[src/rtl/fir_interp_pkg.sv]
// rtl/fir_interp_pkg.sv - shared types, defaults and coefficients for the FIR interpolator
// Purpose: FSM state enum, default filter geometry and the 48-tap prototype filter.
// Ports: none (package).
package fir_interp_pkg;

   typedef enum logic [1:0] {
      IDLE = 2'd0,
      MAC  = 2'd1,
      OUT  = 2'd2
   } state_e;

   localparam int DEFAULT_TAPS  = 48;
   localparam int DEFAULT_L     = 4;
   localparam int DEFAULT_SHIFT = 8;

   // Hann-windowed sinc, cutoff fs_in/2, symmetric (h[k] == h[47-k]).
   // Each polyphase branch sums to 257..259, i.e. unity gain after >>8.
   localparam logic signed [15:0] INTERP_COEFFS [0:47] = '{
      16'sd1,    16'sd0,    16'sd0,    16'sd0,
      16'sd1,    16'sd2,    16'sd3,    16'sd2,
      -16'sd2,   -16'sd7,   -16'sd9,   -16'sd5,
      16'sd6,    16'sd17,   16'sd21,   16'sd11,
      -16'sd13,  -16'sd38,  -16'sd48,  -16'sd25,
      16'sd34,   16'sd117,  16'sd199,  16'sd249,
      16'sd249,  16'sd199,  16'sd117,  16'sd34,
      -16'sd25,  -16'sd48,  -16'sd38,  -16'sd13,
      16'sd11,   16'sd21,   16'sd17,   16'sd6,
      -16'sd5,   -16'sd9,   -16'sd7,   -16'sd2,
      16'sd2,    16'sd3,    16'sd2,    16'sd1,
      16'sd0,    16'sd0,    16'sd0,    16'sd1
   };

endpackage

[src/rtl/fir_interpolator_if.sv]
// rtl/fir_interpolator_if.sv - sample-in / sample-out handshake bundle for the FIR interpolator
// Purpose: groups the input (s_*) and output (m_*) valid/ready streams.
// Signals:
//   s_valid, s_data  - input sample offered by the producer
//   s_ready          - interpolator can accept an input sample
//   m_valid, m_data  - filtered output sample
//   m_ready          - consumer accepts the output sample
// Modports: master = producer/consumer side, slave = interpolator side.
interface fir_interpolator_if;

   logic               s_valid;
   logic               s_ready;
   logic signed [31:0] s_data;
   logic               m_valid;
   logic               m_ready;
   logic signed [31:0] m_data;

   modport master (
      output s_valid, s_data, m_ready,
      input  s_ready, m_valid, m_data
   );

   modport slave (
      input  s_valid, s_data, m_ready,
      output s_ready, m_valid, m_data
   );

endinterface

[src/rtl/fir_interp_coef_rom.sv]
// rtl/fir_interp_coef_rom.sv - combinational polyphase coefficient lookup h[j*L+phase]
// Purpose: selects the prototype tap used by branch tap j of polyphase branch phase.
// Ports:
//   j_i     - tap index within the polyphase branch
//   phase_i - output phase (0..L-1)
//   coef_o  - signed 16-bit coefficient
module fir_interp_coef_rom
   import fir_interp_pkg::*;
#(
   parameter int L  = DEFAULT_L,
   parameter int JW = 4,
   parameter int PW = 2
) (
   input  logic [JW-1:0]      j_i,
   input  logic [PW-1:0]      phase_i,
   output logic signed [15:0] coef_o
);

   localparam int IW = $clog2(DEFAULT_TAPS);

   logic [IW-1:0] idx;

   assign idx    = IW'(j_i) * IW'(L) + IW'(phase_i);
   assign coef_o = INTERP_COEFFS[idx];

endmodule

[src/rtl/fir_interpolator.sv]
// rtl/fir_interpolator.sv - polyphase FIR interpolator built around one time-multiplexed MAC
// Purpose: accepts one sample, then produces L filtered outputs, one MAC per cycle.
// Ports:
//   clk - clock, all state on the rising edge
//   rst - asynchronous active-high reset
//   bus - fir_interpolator_if.slave: s_valid/s_data/s_ready in, m_valid/m_data/m_ready out
module fir_interpolator
   import fir_interp_pkg::*;
#(
   parameter int TAPS  = DEFAULT_TAPS,
   parameter int L     = DEFAULT_L,
   parameter int SHIFT = DEFAULT_SHIFT
) (
   input  logic              clk,
   input  logic              rst,
   fir_interpolator_if.slave bus
);

   localparam int P  = TAPS / L;
   localparam int JW = (P > 1) ? $clog2(P) : 1;
   localparam int PW = (L > 1) ? $clog2(L) : 1;

   state_e             state_q, state_d;
   logic [PW-1:0]      phase_q, phase_d;
   logic [JW-1:0]      j_q, j_d;
   logic signed [47:0] acc_q, acc_d;
   logic               m_valid_q, m_valid_d;
   logic signed [31:0] m_data_q, m_data_d;
   logic signed [31:0] dl_q [P];
   logic               shift_en;

   logic signed [15:0] coef;
   logic signed [47:0] prod;
   logic signed [47:0] acc_sum;

   fir_interp_coef_rom #(
      .L  (L),
      .JW (JW),
      .PW (PW)
   ) u_coef_rom (
      .j_i     (j_q),
      .phase_i (phase_q),
      .coef_o  (coef)
   );

   // Both operands are sign-extended to 48 bits so the product is exact.
   assign prod    = 48'(coef) * 48'(dl_q[j_q]);
   assign acc_sum = acc_q + prod;

   assign bus.s_ready = (state_q == IDLE);
   assign bus.m_valid = m_valid_q;
   assign bus.m_data  = m_data_q;

   always_comb begin
      state_d   = state_q;
      phase_d   = phase_q;
      j_d       = j_q;
      acc_d     = acc_q;
      m_valid_d = m_valid_q;
      m_data_d  = m_data_q;
      shift_en  = 1'b0;
      case (state_q)
         IDLE: begin
            if (bus.s_valid) begin
               shift_en = 1'b1;
               phase_d  = '0;
               j_d      = '0;
               acc_d    = '0;
               state_d  = MAC;
            end
         end
         MAC: begin
            acc_d = acc_sum;
            if (j_q == JW'(P - 1)) begin
               // Output taken from the sum that already includes the last product.
               m_data_d  = acc_sum[SHIFT+31:SHIFT];
               m_valid_d = 1'b1;
               state_d   = OUT;
            end else begin
               j_d = j_q + JW'(1);
            end
         end
         OUT: begin
            if (bus.m_ready) begin
               m_valid_d = 1'b0;
               if (phase_q == PW'(L - 1)) begin
                  state_d = IDLE;
               end else begin
                  phase_d = phase_q + PW'(1);
                  j_d     = '0;
                  acc_d   = '0;
                  state_d = MAC;
               end
            end
         end
         default: state_d = IDLE;
      endcase
   end

   always_ff @(posedge clk or posedge rst) begin
      if (rst) begin
         state_q   <= IDLE;
         phase_q   <= '0;
         j_q       <= '0;
         acc_q     <= '0;
         m_valid_q <= 1'b0;
         m_data_q  <= '0;
      end else begin
         state_q   <= state_d;
         phase_q   <= phase_d;
         j_q       <= j_d;
         acc_q     <= acc_d;
         m_valid_q <= m_valid_d;
         m_data_q  <= m_data_d;
      end
   end

   // dl_q[0] is the newest sample; the oldest falls off the end.
   always_ff @(posedge clk or posedge rst) begin
      if (rst) begin
         for (int i = 0; i < P; i++) dl_q[i] <= '0;
      end else if (shift_en) begin
         dl_q[0] <= bus.s_data;
         for (int i = 1; i < P; i++) dl_q[i] <= dl_q[i-1];
      end
   end

endmodule

[src/flat_wrapper.sv]
// flat-port wrapper written by rule: the top's interface ports become plain ports
module fir_interpolator_flat import fir_interp_pkg::*;
#(
   parameter int TAPS  = DEFAULT_TAPS,
   parameter int L     = DEFAULT_L,
   parameter int SHIFT = DEFAULT_SHIFT
)
  (clk, rst, bus_s_valid, bus_s_data, bus_m_ready, bus_s_ready, bus_m_valid, bus_m_data);
  fir_interpolator_if bus_i ();
  input  logic clk;
  input  logic rst;
  input wire logic [$bits(bus_i.s_valid)-1:0] bus_s_valid;
  input wire logic [$bits(bus_i.s_data)-1:0] bus_s_data;
  input wire logic [$bits(bus_i.m_ready)-1:0] bus_m_ready;
  output wire logic [$bits(bus_i.s_ready)-1:0] bus_s_ready;
  output wire logic [$bits(bus_i.m_valid)-1:0] bus_m_valid;
  output wire logic [$bits(bus_i.m_data)-1:0] bus_m_data;
  assign bus_i.s_valid = bus_s_valid;
  assign bus_i.s_data = bus_s_data;
  assign bus_i.m_ready = bus_m_ready;
  assign bus_s_ready = bus_i.s_ready;
  assign bus_m_valid = bus_i.m_valid;
  assign bus_m_data = bus_i.m_data;
  fir_interpolator #(.TAPS(TAPS), .L(L), .SHIFT(SHIFT)) u_core (.clk(clk), .rst(rst), .bus(bus_i));
endmodule
[config.mk]
export PLATFORM = sky130hd
export DESIGN_NAME = fir_interpolator_flat
export DESIGN_NICKNAME = d
export VERILOG_FILES = /design/src/rtl/fir_interp_pkg.sv /design/src/rtl/fir_interpolator_if.sv /design/src/rtl/fir_interp_coef_rom.sv /design/src/rtl/fir_interpolator.sv /design/src/flat_wrapper.sv
export SDC_FILE = /design/constraint.sdc
export NUM_CORES = 2
export LEC_CHECK = 0
export CORE_UTILIZATION = 45
export DETAILED_ROUTE_END_ITERATION = 7
export PLACE_DENSITY = 0.63
export SYNTH_ARGS = -nofsm -noshare
export SYNTH_HDL_FRONTEND = slang
export SYNTH_SLANG_ARGS = --single-unit
[constraint.sdc]
create_clock -name clk -period 36.1 [get_ports clk]
set_input_delay 7.22 -clock clk [delete_from_list [all_inputs] [get_ports clk]]
set_output_delay 7.22 -clock clk [all_outputs]
set_load 0.05 [all_outputs]
; Word level (Yosys, flattened, before mapping)
; Memory sizes are Yosys's and may differ from the RTL's.
; Index checks and enable logic that the tools add are counted.
[word_totals]
regBits = 473
romBits = 1024
output_inout_bits = 34
wordCells = 75
n_memories = 1
[mem_list]
columns = memory, words, word_bits, read_ports, rd_ports_with_merged_regs, write_ports, line_no
row1 = (no name shown), 64, 16, 1, 0, 0, fir_interp_coef_rom.sv:24  ; assign coef_o = INTERP_COEFFS[idx];
[op_classes]
n_addsub = 4
n_mul = 1
magnitude_cmp = 2
eq_ne = 9
muxes = 28
bitwise = 2
n_reduce_logical = 10
[ops]
columns = op, n
row1 = 48-bit 2-to-1 mux, 3
row2 = 48-bit case mux with 3 select lines, 1
row3 = 32-bit binary-select mux with 4-bit select, 1
row4 = 32-bit 2-to-1 mux, 2
row5 = 48-bit adder, 1
row6 = 16-bit by 32-bit multiplier with 48-bit output, 1
row7 = 16-bit 2-to-1 mux, 2
row8 = 4-bit 2-to-1 mux, 4
row9 = 2-bit 2-to-1 mux, 6
row10 = 4-bit case mux with 3 select lines, 1
row11 = "2-bit != test, second input constant", 4
row12 = 4-bit AND reduction, 2
row13 = "7-bit >= comparator, second input constant", 1
row14 = 6-bit inverter with 7-bit output, 1
row15 = 6-bit by 2-bit adder with 6-bit output, 1
row16 = 2-bit case mux with 3 select lines, 1
row17 = 3-bit AND reduction, 2
row18 = "5-bit >= comparator, second input constant", 1
row19 = 1-bit 2-to-1 mux, 5
row20 = 4-bit inverter with 5-bit output, 1
row21 = 5-bit AND reduction, 1
row22 = "4-bit by 1-bit adder with 4-bit output, second input constant", 1
row23 = "2-bit equality test, second input constant", 2
row24 = "4-bit equality test, second input constant", 1
row25 = other kinds (9), 10

; Depth between registers and ports, before layout
[logic_depth]
ltp_word = 8
mapped_depth = 35
ltp_nobuf = 32

; Cells and area by module
; From an unflattened synthesis, not the netlist that was laid out.
[unflattened]
cells_unflattened = 3269
hier_area_um2 = 37302.0
[by_module_without_submodules]
columns = module, instances, cells_each, area_each_um2, seq_area_each_um2
row1 = fir_interpolator, 1, 3172, 36626.4, 11636.2
row2 = fir_interp_coef_rom, 1, 97, 675.6, 0.0

; Least setup slack after synthesis
; OpenSTA, ideal clock, no wires.
[synth_timing]
path_type = in2reg
from = input bus_s_valid
to = register u_core.dl_q[352] (netlist name)
setup_time_ns = 0.125
arrival_time_ns = 8.519
t_required_ns = 35.975
slack_ns = 27.456
stages = 5
path_buffers = 3
cell_sequence = and2_1 -> clkbuf_1 -> clkbuf_1 -> clkbuf_1 -> mux2_2
[synth_via]
elab_chain_len = 2
[synth_lines]
columns = element, line_no
row1 = start: declaration, flat_wrapper.sv:12  ; input wire logic [$bits(bus_i.s_valid)-1:0] bus_s_valid;
row2 = 1-bit 2-to-1 mux, fir_interpolator.sv:64  ; if (bus.s_valid) begin
row3 = 1-bit 2-to-1 mux, fir_interpolator.sv:62  ; case (state_q)
row4 = end: declaration, fir_interpolator.sv:29  ; logic signed [31:0] dl_q [P];
; No other way between the ends.
; A chain may end at the register's enable or synchronous reset.

; Final worst setup path
[layout_timing]
from = input bus_s_valid
to = register u_core.dl_q[228] (netlist name)
; The elaborated chain is that of the path after synthesis.

==> metrics.md <==
| Metric | Value |
|---|---|
| Status | `complete, no violations` |
| Proportion of netlist area held by the largest area contributor | `32.2%` |
| Die height | `285 microns` |
| Tmin final | `10.06 ns` |
| Final ANT Viol Nets | `0` |
| # IOs | `70` |
| Via density | `5.23` |
| Worst slew pin tran | `1.03 ns` |
| Fill count | `7068` |
| Max_cap viols | `0` |
| Reg2reg end | `u_core.acc_q[39]$_DFFE_PP0P_` |
| Port bufs | `69` |
| Clk root buf | `clkbuf_16` |
| Crit start category | `input pin` |
| Clk sinks | `465` |
| Total wire length | `78.0 mm` |
| Slew margin rel. | `31.3%` |
| Core Region | `79100 sq um` |
| Most common library cell in the layout ignoring fill and taps | `inv_1` |
| Bufs on Longest Clock Path | `3` |
| Final period util | `27.9%` |
| Most used cell, CP | `buf_4` |
| Nets | `3738` |
| Layout cell share with drive strength beyond 1 | `21.9%` |
| Vias | `22100` |
| Post-CTS setup buffers | `0` |
| RSZ-0062 raised after global routing | `false` |
| Post-CTS sizing | `0` |
| Post-route setup TNS | `0 ns` |
| Worst Hold Path EP | `u_core.bus.m_data[12]$_DFFE_PP0P_` |
| Mapped Area | `36100 sq um` |
| Slowest cell delay on critical path | `0.87 ns` |
| Vias in the first global route | `23500` |
| Largest cells by area after synthesis | `dfrtp_1 (32%), fa_1 (24%), mux2_2 (12%)` |
| EDFF count, synth | `0` |
| Min-delay src | `u_core.bus.m_data[12]$_DFFE_PP0P_` |
| DR pass1 iterations | `5` |
| Final Max Tran Viols | `0` |
| Critical setup path kind | `input pin to flop` |
| Initial antenna violation count | `2` |
| Post-Syn Nets | `3703` |
| R2R Setup Slk | `26.28 ns` |
| DIE WIDTH | `285 microns` |
| Num CTS Buffers | `52` |
| Clock Latency Late Sink | `0.62 ns` |
| Mapped Cells | `3099` |
| Critical Path Sink Type | `flop` |
| Synthesized area per cell | `11.7 sq um` |
| Hold_buf cts | `0` |
| Seq cells post-synth | `465` |
| Top cell type by total area after synthesis | `dfrtp_1` |
| Seq/Total Area, Yosys | `32.2%` |
| Iter 0 DRT Violations | `1402` |
| H-Tree Depth | `2` |
| Overflow after GRT | `0` |
| Global-route wire length before repair | `130 mm` |
| Synth-to-Final Area Change | `10.1%` |
| Max Clk Rate | `0.0994 GHz` |
| Cells along the critical path | `clkdlybuf4s50_1 > and2_4 > buf_4 > buf_4 > mux2_2` |
| Avg WL per Cell | `18.4 microns` |
| Ys async rst share | `100%` |
| Worst hold path class | `flop to flop` |
| CP arrival | `10.54 ns` |
| Cell variety after synth | `68` |
| Final Hold Fails | `0` |
| Detailed Place HPWL | `54.6 mm` |
| Register-to-Register Path Depth | `27` |
| RD Place Congestion | `0.843` |
| Final setup violating endpoints | `0` |
| Row Count | `103` |
| Clk pin slew, worst setup/hold paths | `0.06 ns` |
| Crit-path max FO | `81` |
| Initial Util | `45.6%` |
| Dominant synthesized flop cell | `dfrtp_1` |
| Worst endpoint required time | `36.58 ns` |
| Largest net degree at the start of global routing | `188` |
| Slowest-stage cell, CP | `buf_4` |
| Critical register-to-register path startpoint | `u_core.j_q[0]$_DFFE_PP0P_` |
| Most frequent cells in the layout | `inv_1 (548), dfrtp_1 (462), fa_1 (435)` |
| CTS tree | `yes` |
| Fin Clk Skew | `0.0303 ns` |
| Cells on Worst Hold Path | `2` |
| Gr usage total | `20.0%` |
| Die ar. | `81400 sq um` |
| DRC Markers | `0` |
| Synthesis Warnings | `0` |
-- worst max-delay path by stage --
stage	startpoint	endpoint	depth (start not counted)
detailed placement	bus_s_valid	u_core.dl_q[104]$_DFFE_PP0P_	5
global placement	bus_s_valid	u_core.dl_q[292]$_DFFE_PP0P_	5
finish	bus_s_valid	u_core.dl_q[228]$_DFFE_PP0P_	5
floorplan	rst	u_core.acc_q[0]$_DFFE_PP0P_	1
CTS	u_core.j_q[0]$_DFFE_PP0P_	u_core.acc_q[39]$_DFFE_PP0P_	27
global route	u_core.j_q[0]$_DFFE_PP0P_	u_core.bus.m_data[29]$_DFFE_PP0P_	27
-- synth_stat cells (30+ instances only) --
library cell / instances
a21oi_1: 84
a22o_1: 39
clkbuf_1: 99
dfrtp_1: 465
fa_1: 435
ha_1: 133
inv_1: 549
mux2_2: 391
mux4_2: 93
nand2_1: 174
nand2b_1: 30
nor2_1: 264
o21ai_0: 35
or2_2: 44
xnor2_1: 46
-- worst max-delay path: cells and delay by family --
kind	cells	cell delay (ns)
muxes	1	0.41
and+or+nand+nor	1	0.66
buffers and inverters	3	2.12
-- cells by family after synthesis --
group | share of synthesized area (%)
compound gates | 4.59
xor+xnor | 1.57
fa+ha+maj | 28.8
buf+inv | 7.46
flops | 32.2
mux | 18.4
simple gates | 6.92
-- layout make-up --
| class | instances | area [sq um] | area share, % |
|---|---|---|---|
| multi-input cells | 1948 | 21900 | 54.9 |
| clock inverters | 23 | 318 | 0.799 |
| diodes | 1 | 2.50 | 0.00629 |
| well taps | 1050 | 1310 | 3.30 |
| clock buffers | 75 | 1490 | 3.74 |
| repair buffers | 118 | 1080 | 2.72 |
| inverters | 549 | 2070 | 5.20 |
| flip-flops and latches | 465 | 11600 | 29.3 |
-- per-layer routing --
layer | share of wire, % | global-route usage (%)
met3 | 4.4 | 2.56
met2 | 46 | 31.7
met5 | 0.017 | 0
met4 | 1.8 | 4.17
met1 | 48 | 29.7
-- registers in the layout, summed over array words and instances (netlist names) --
register / flops
u_core.state_q: 2
u_core.acc_q: 40
u_core.j_q: 4
u_core.bus.m_data: 32
u_core.phase_q: 2
u_core.dl_q: 384
u_core.bus.m_valid: 1
-- metrics by stage --
step	util [%]	worst slack [ns]	hold WS, ns	area [sq um]	instances
2_1_floorplan	-	15.91	0.455	36100	3099
3_3_place_gp	48.0	25.42	0.457	38000	4130
4_1_cts	50.3	26.06	0.476	39800	4228
5_1_grt	50.3	25.45	0.501	39800	4229
3_5_place_dp	48.0	25.41	0.462	38000	4130
6_report	50.3	26.04	0.469	39800	4229
Power is not shown: default switching activity piles up to over one toggle a cycle in this logic, so the estimate is an artifact.
